<file path="src/rtl/pwm_duty_decoder.sv">
// PWM duty decoder: measures period/high time between rises and emits a duty code.
// Define PWM_DEC_AVG_EN to report the mean of the last four quotients.
module pwm_duty_decoder #(
    parameter int CNT_W       = 16,
    parameter int OUT_W       = 5,
    parameter int SYNC_STAGES = 2
) (
    input  logic             clk,
    input  logic             rst,
    input  logic             enable,
    input  logic             pwm_in,
    output logic [OUT_W-1:0] duty,
    output logic [CNT_W-1:0] period,
    output logic             valid,
    output logic             stuck,
    output logic             ovr
);

    localparam int STW = $clog2(OUT_W + 1);
    localparam logic [CNT_W-1:0] CNT_MAX = '1;
    localparam logic [OUT_W-1:0] DUTY_MAX = '1;
    localparam logic [STW-1:0] LAST_STEP = STW'(OUT_W);
    localparam logic [CNT_W-1:0] CNT_ONE = CNT_W'(1);

    typedef enum logic [1:0] {
        S_IDLE,
        S_ARM,
        S_MEAS,
        S_DIV
    } state_t;

    state_t                 r_state;
    logic [SYNC_STAGES-1:0] r_sync;
    logic                   r_pwm_d;
    logic [CNT_W-1:0]       r_pcnt;
    logic [CNT_W-1:0]       r_hcnt;
    logic [CNT_W-1:0]       r_div;
    logic [CNT_W:0]         r_rem;
    logic [OUT_W-1:0]       r_quot;
    logic [STW-1:0]         r_step;
    logic [OUT_W-1:0]       r_duty;
    logic [CNT_W-1:0]       r_period;
    logic                   r_valid;
    logic                   r_stuck;
    logic                   r_ovr;

    logic                   w_pwm_s;
    logic                   w_rise;
    logic                   w_timeout;
    logic [CNT_W-1:0]       w_pcnt_inc;
    logic [CNT_W-1:0]       w_hcnt_inc;
    logic                   w_qbit;
    logic [CNT_W-1:0]       w_trial;
    logic [CNT_W:0]         w_rem_nx;
    logic [OUT_W:0]         w_quot;
    logic [OUT_W-1:0]       w_qsat;
    logic [OUT_W-1:0]       w_duty_new;
    logic [OUT_W-1:0]       w_to_duty;
    logic                   w_div_done;
    logic                   w_to_fire;

    always_ff @(posedge clk or posedge rst) begin
        if (rst) begin
            r_sync  <= '0;
            r_pwm_d <= 1'b0;
        end else begin
            r_sync  <= {r_sync[SYNC_STAGES-2:0], pwm_in};
            r_pwm_d <= r_sync[SYNC_STAGES-1];
        end
    end

    assign w_pwm_s    = r_sync[SYNC_STAGES-1];
    assign w_rise     = w_pwm_s & ~r_pwm_d;
    assign w_timeout  = (r_pcnt == CNT_MAX) && !w_rise;
    assign w_pcnt_inc = (r_pcnt == CNT_MAX) ? r_pcnt : r_pcnt + 1'b1;
    assign w_hcnt_inc = (w_pwm_s && r_hcnt != CNT_MAX) ? r_hcnt + 1'b1 : r_hcnt;

    // Remainder stays below 2*divisor, so the low bits of the difference are exact
    assign w_qbit   = (r_rem >= {1'b0, r_div});
    assign w_trial  = r_rem[CNT_W-1:0] - r_div;
    assign w_rem_nx = w_qbit ? {w_trial, 1'b0} : {r_rem[CNT_W-1:0], 1'b0};
    assign w_quot   = {r_quot, w_qbit};
    assign w_qsat   = w_quot[OUT_W] ? DUTY_MAX : w_quot[OUT_W-1:0];

    assign w_to_duty  = w_pwm_s ? DUTY_MAX : '0;
    assign w_div_done = (r_state == S_DIV) && !w_rise && (r_step == LAST_STEP);
    assign w_to_fire  = ((r_state == S_ARM) || (r_state == S_MEAS)) && w_timeout;

`ifdef PWM_DEC_AVG_EN
    logic [OUT_W-1:0] r_h0;
    logic [OUT_W-1:0] r_h1;
    logic [OUT_W-1:0] r_h2;
    logic [OUT_W+1:0] w_sum;

    assign w_sum = (OUT_W+2)'(w_qsat) + (OUT_W+2)'(r_h0)
                 + (OUT_W+2)'(r_h1) + (OUT_W+2)'(r_h2);
    assign w_duty_new = OUT_W'(w_sum >> 2);

    always_ff @(posedge clk or posedge rst) begin
        if (rst) begin
            r_h0 <= '0;
            r_h1 <= '0;
            r_h2 <= '0;
        end else if (!enable) begin
            r_h0 <= '0;
            r_h1 <= '0;
            r_h2 <= '0;
        end else if (enable && w_to_fire) begin
            r_h0 <= w_to_duty;
            r_h1 <= w_to_duty;
            r_h2 <= w_to_duty;
        end else if (w_div_done) begin
            r_h0 <= w_qsat;
            r_h1 <= r_h0;
            r_h2 <= r_h1;
        end
    end
`else
    assign w_duty_new = w_qsat;
`endif

    always_ff @(posedge clk or posedge rst) begin
        if (rst) begin
            r_state  <= S_IDLE;
            r_pcnt   <= '0;
            r_hcnt   <= '0;
            r_div    <= '0;
            r_rem    <= '0;
            r_quot   <= '0;
            r_step   <= '0;
            r_duty   <= '0;
            r_period <= '0;
            r_valid  <= 1'b0;
            r_stuck  <= 1'b0;
            r_ovr    <= 1'b0;
        end else begin
            r_valid <= 1'b0;
            r_ovr   <= 1'b0;
            if (!enable) begin
                r_state <= S_IDLE;
                r_pcnt  <= '0;
                r_hcnt  <= '0;
            end else begin
                unique case (r_state)
                    S_IDLE: r_state <= S_ARM;
                    S_ARM, S_MEAS: begin
                        if (w_rise) begin
                            if (r_state == S_MEAS) begin
                                r_div  <= r_pcnt;
                                r_rem  <= {1'b0, r_hcnt};
                                r_quot <= '0;
                                r_step <= '0;
                            end
                            r_pcnt  <= CNT_ONE;
                            r_hcnt  <= CNT_ONE;
                            r_state <= (r_state == S_MEAS) ? S_DIV : S_MEAS;
                        end else if (w_timeout) begin
                            r_stuck  <= 1'b1;
                            r_duty   <= w_to_duty;
                            r_period <= '0;
                            r_valid  <= 1'b1;
                            r_pcnt   <= '0;
                            r_hcnt   <= '0;
                            r_state  <= S_ARM;
                        end else begin
                            r_pcnt <= w_pcnt_inc;
                            if (r_state == S_MEAS) r_hcnt <= w_hcnt_inc;
                        end
                    end
                    S_DIV: begin
                        if (w_rise) begin
                            // Period too short to finish the divide: drop it
                            r_ovr   <= 1'b1;
                            r_pcnt  <= CNT_ONE;
                            r_hcnt  <= CNT_ONE;
                            r_state <= S_MEAS;
                        end else begin
                            r_pcnt <= w_pcnt_inc;
                            r_hcnt <= w_hcnt_inc;
                            r_rem  <= w_rem_nx;
                            r_quot <= w_quot[OUT_W-1:0];
                            r_step <= r_step + 1'b1;
                            if (w_div_done) begin
                                r_duty   <= w_duty_new;
                                r_period <= r_div;
                                r_valid  <= 1'b1;
                                r_stuck  <= 1'b0;
                                r_state  <= S_MEAS;
                            end
                        end
                    end
                    default: r_state <= S_IDLE;
                endcase
            end
        end
    end

    assign duty   = r_duty;
    assign period = r_period;
    assign valid  = r_valid;
    assign stuck  = r_stuck;
    assign ovr    = r_ovr;

endmodule
</file>
<file path="config.mk">
export PLATFORM = sky130hd
export DESIGN_NAME = pwm_duty_decoder
export DESIGN_NICKNAME = d
export VERILOG_FILES = /design/src/rtl/pwm_duty_decoder.sv
export SDC_FILE = /design/constraint.sdc
export NUM_CORES = 1
export LEC_CHECK = 0
export CAP_MARGIN = 20
export CORE_ASPECT_RATIO = 0.5
export CORE_MARGIN = 4
export CORE_UTILIZATION = 55
export CTS_CLUSTER_DIAMETER = 100
export DETAILED_ROUTE_END_ITERATION = 16
export PLACE_DENSITY = 0.79
export SLEW_MARGIN = 10
export SYNTH_ARGS = -nofsm -noshare
export SYNTH_HDL_FRONTEND = slang
export SYNTH_SLANG_ARGS = --single-unit
</file>
<file path="constraint.sdc">
create_clock -name clk -period 10.2 [get_ports clk]
set_input_delay 2.04 -clock clk [delete_from_list [all_inputs] [get_ports clk]]
set_output_delay 2.04 -clock clk [all_outputs]
set_load 0.1 [all_outputs]
</file>
==> results.toml <==
[power_and_ir_drop]
powerDensity_mw_per_mm2 = 150
leakagePower_nw = 2.92
combPwrFrac_pct = 24.0
switching_share_pct = 34.0
ir_worst_vdd_v = 0.0000853
internal-power_mw = 0.664
power_frac_clock_pct = 33.0
switchingPower_mw = 0.342
seqPwrFrac_pct = 43.0

[global_routing]
overflow = 0
grt.total_usage_pct = 24.9
grt_max_degree = 79
grt_pass1_wl_um = 25100
antenna_found_initial = 0
grt_pass1_vias = 4801

[timing]
slew_violations = 0
finalSetupViolations = 0
setup_tns_ps = 0
hold_viol = 0
fmax_mhz = 257
worst_pin_slew_ps = 996
fin_worst_skew_ps = 9.07
fin_ws_ps = 6300
period_share_pct = 38.2
min_period_ps = 3900
rsz0062_at_grt = "no"
slew_headroom_pct = 33.4

[worst_hold_path]
holdPathEnd = "r_sync[1]"
hp-start = "r_sync[0]"
min_path_cells = 0
hp-class = "reg -> reg"

[die]
ios = 28
core_sq_mm = 0.0104
fp.dieArea_sq_mm = 0.0128
die_x_um = 156
start_util_pct = 57.8
die_h_um = 82.1
rows = 26

[logic_synthesis]
synthesis.area_sq_mm = 0.00603
yosysWarnings = 0
async_flop_share_pct = 100
yosys-top-cells-count = "102 x dfrtp_1, 70 x nand2_1, 47 x a21oi_1, 42 x nor2_1, 42 x o21ai_0"
synth-simple-area-share_pct = 18.9
synth_top_cell_by_area = "dfrtp_1"
synthAdderAreaFrac_pct = 5.31
yosysMostFrequentCell = "dfrtp_1"
synthFlopType = "dfrtp_1"
synth.area.top_cells = "dfrtp_1 42%, ha_1 5.0%, nand2_1 4.4%"
ys_ff_latch = 102
syn_nets = 679
yosys.area.top_type_share_pct = 42.3
seq_area_frac_synth_pct = 42.3
synthXorXnorAreaFrac_pct = 2.90
synth-edff-count = 0
synth_top_family_by_area = "compound AO/OA/AOI/OAI gates"
syn_inst = 650
avgSynthCellArea_sq_um = 9.28
synthMuxAreaShare_pct = 5.31
synth_compound_area_share_pct = 20.6
ys_types = 66

[drt]
wl_um = 15100
vias_per_cell = 6.40
drt_iter0_drc = 453
drt_drc_violations_left = 0
firstDrtPassIters = 5
ant_nets = 0
wl_per_cell_um = 18.7
vias = 5169

[run_status]
status = "finished, final reports clean"

[worst_setup_path]
path_buf_inv = 1
reg2reg_slack_ps = 7300
worstPathRequired_ps = 8160
crit_slowest_cell = "clkdlybuf4s50_1"
critPathCaptureType = "primary output"
startpoint_type = "flop"
path_cells = "clkdlybuf4s50_1"
crit_family = "buffers and inverters"
critPathKind = "reg -> out"
max_stage_delay_ps = 1140
r2r_start = "r_div[10]"
ff2ff_path_depth = 9
r2r-end = "r_rem[1]"
worstPathArrival_ps = 1860
startpoint = "period[10]"
cp_max_fo = 2

[cells_and_area]
fin_util_pct = 64.0
diodes = 0
fillers = 838
layout-drive-gt1-share_pct = 9.13
synthToLayoutAreaGrowth_pct = 10.8
nets = 692

[cts]
htreeDepth = 3
cts-root-buf = "clkbuf_16"
hold_buffers = 0
numCtsBuffers = 9
cts_tree = "yes"
clkTransAtPathRegs_ps = 80
clockBufferDepth = 2
post_cts_resized = 0
insertion_delay_ps = 350
cts_setup_buffers = 0
cts.sinks = 102

[placement]
place.detailed.hpwl_um = 10500
port-buffer-count = 27
globalplace.congestion = 0.929
dp_slack_ps = 6120

[job]
maxCapViolations = 0
[cell usage in the layout, fill, tap and decap left out, types with 4 or more instances in the layout]
cell / Yosys / layout
a31oi_1: 8 / 8
nand4_1: 9 / 9
clkbuf_16: 0 / 9
or3_1: 4 / 4
nand2b_1: 9 / 9
o211ai_1: 4 / 4
and4_1: 4 / 4
o21ai_1: 11 / 10
o31ai_1: 28 / 28
a21oi_1: 47 / 47
a21o_1: 5 / 5
and2_1: 5 / 5
nand2_1: 70 / 70
xnor2_1: 9 / 9
buf_4: 0 / 5
nor3_1: 12 / 12
and3_1: 19 / 19
inv_1: 30 / 29
ha_1: 24 / 24
xor2_1: 11 / 11
o21ai_0: 42 / 42
mux2_2: 16 / 16
nor2_1: 42 / 42
dfrtp_1: 102 / 102
nand3b_1: 4 / 4
nand3_1: 19 / 19
mux2i_1: 14 / 14
o21a_1: 5 / 5
o22ai_1: 5 / 5
clkdlybuf4s50_1: 0 / 27
[power by group through the flow]
stage | combinational (mW) | sequential (mW) | clock [mW]
after floorplan | 0.119 | 0.506 | 0
after global placement | 0.231 | 0.440 | 0
after detailed placement | 0.234 | 0.440 | 0
after CTS | 0.235 | 0.432 | 0.337
after global routing | 0.261 | 0.435 | 0.355
final | 0.241 | 0.433 | 0.332
[routing by layer]
| metal | track usage, % | up-vias | share of wire (%) |
|---|---|---|---|
| met5 | 0 | - | 0 |
| met4 | 7.19 | 0 | 1.9 |
| met3 | 4.84 | 28 | 8.6 |
| met2 | 36.7 | 230 | 42 |
| met1 | 37.3 | 2501 | 48 |
| li1 | - | 2410 | - |
[worst max path at each step]
| stage | endpoint | slack, ps | cells after the start |
|---|---|---|---|
| after CTS | stuck | 6290 | 1 |
| after floorplan | duty[0] | 5480 | 1 |
| after global placement | r_rem[15] | 6200 | 4 |
| final | period[10] | 6300 | 1 |
| after global routing | period[10] | 6260 | 1 |
| after detailed placement | r_div[5] | 6120 | 3 |
[registers in the layout, indices dropped and copies added, names as in the netlist]
register	count
r_rem	17
period	16
r_div	16
r_hcnt	16
r_pcnt	16
duty	5
r_quot	5
r_step	3
r_state	2
r_sync	2
ovr	1
r_pwm_d	1
stuck	1
valid	1
[layout make-up]
cell class / count / area (sq um) / area share [%]
Tap cell: 140 / 175 / 2.62
Multi-Input combinational cell: 485 / 3200 / 47.9
Inverter: 31 / 119 / 1.78
Clock buffer: 9 / 225 / 3.37
Clock inverter: 7 / 57.6 / 0.861
Sequential cell: 102 / 2550 / 38.2
Timing Repair Buffer: 34 / 350 / 5.24
[logic make-up (layout without fill, tap and decap cells)]
kind of cell	after synthesis	count (layout)
AO/OA/AOI/OAI	192	192
XOR/XNOR	20	20
adder cells (fa/ha/maj)	25	25
buffers and inverters	63	81
flip-flops	102	102
multiplexers	30	30
AND/OR/NAND/NOR	218	218
[stage by stage]
| stage | hold WS, ps | instances | area (sq um) | total power [mW] |
|---|---|---|---|---|
| floorplan | 331 | 650 | 6030 | 0.625 |
| global placement | 333 | 790 | 6360 | 0.670 |
| detailed placement | 345 | 790 | 6360 | 0.674 |
| CTS | 361 | 806 | 6640 | 1.00 |
| global route | 363 | 808 | 6680 | 1.05 |
| finish | 357 | 808 | 6680 | 1.01 |
Note: power is estimated with default switching activity, not from simulation.
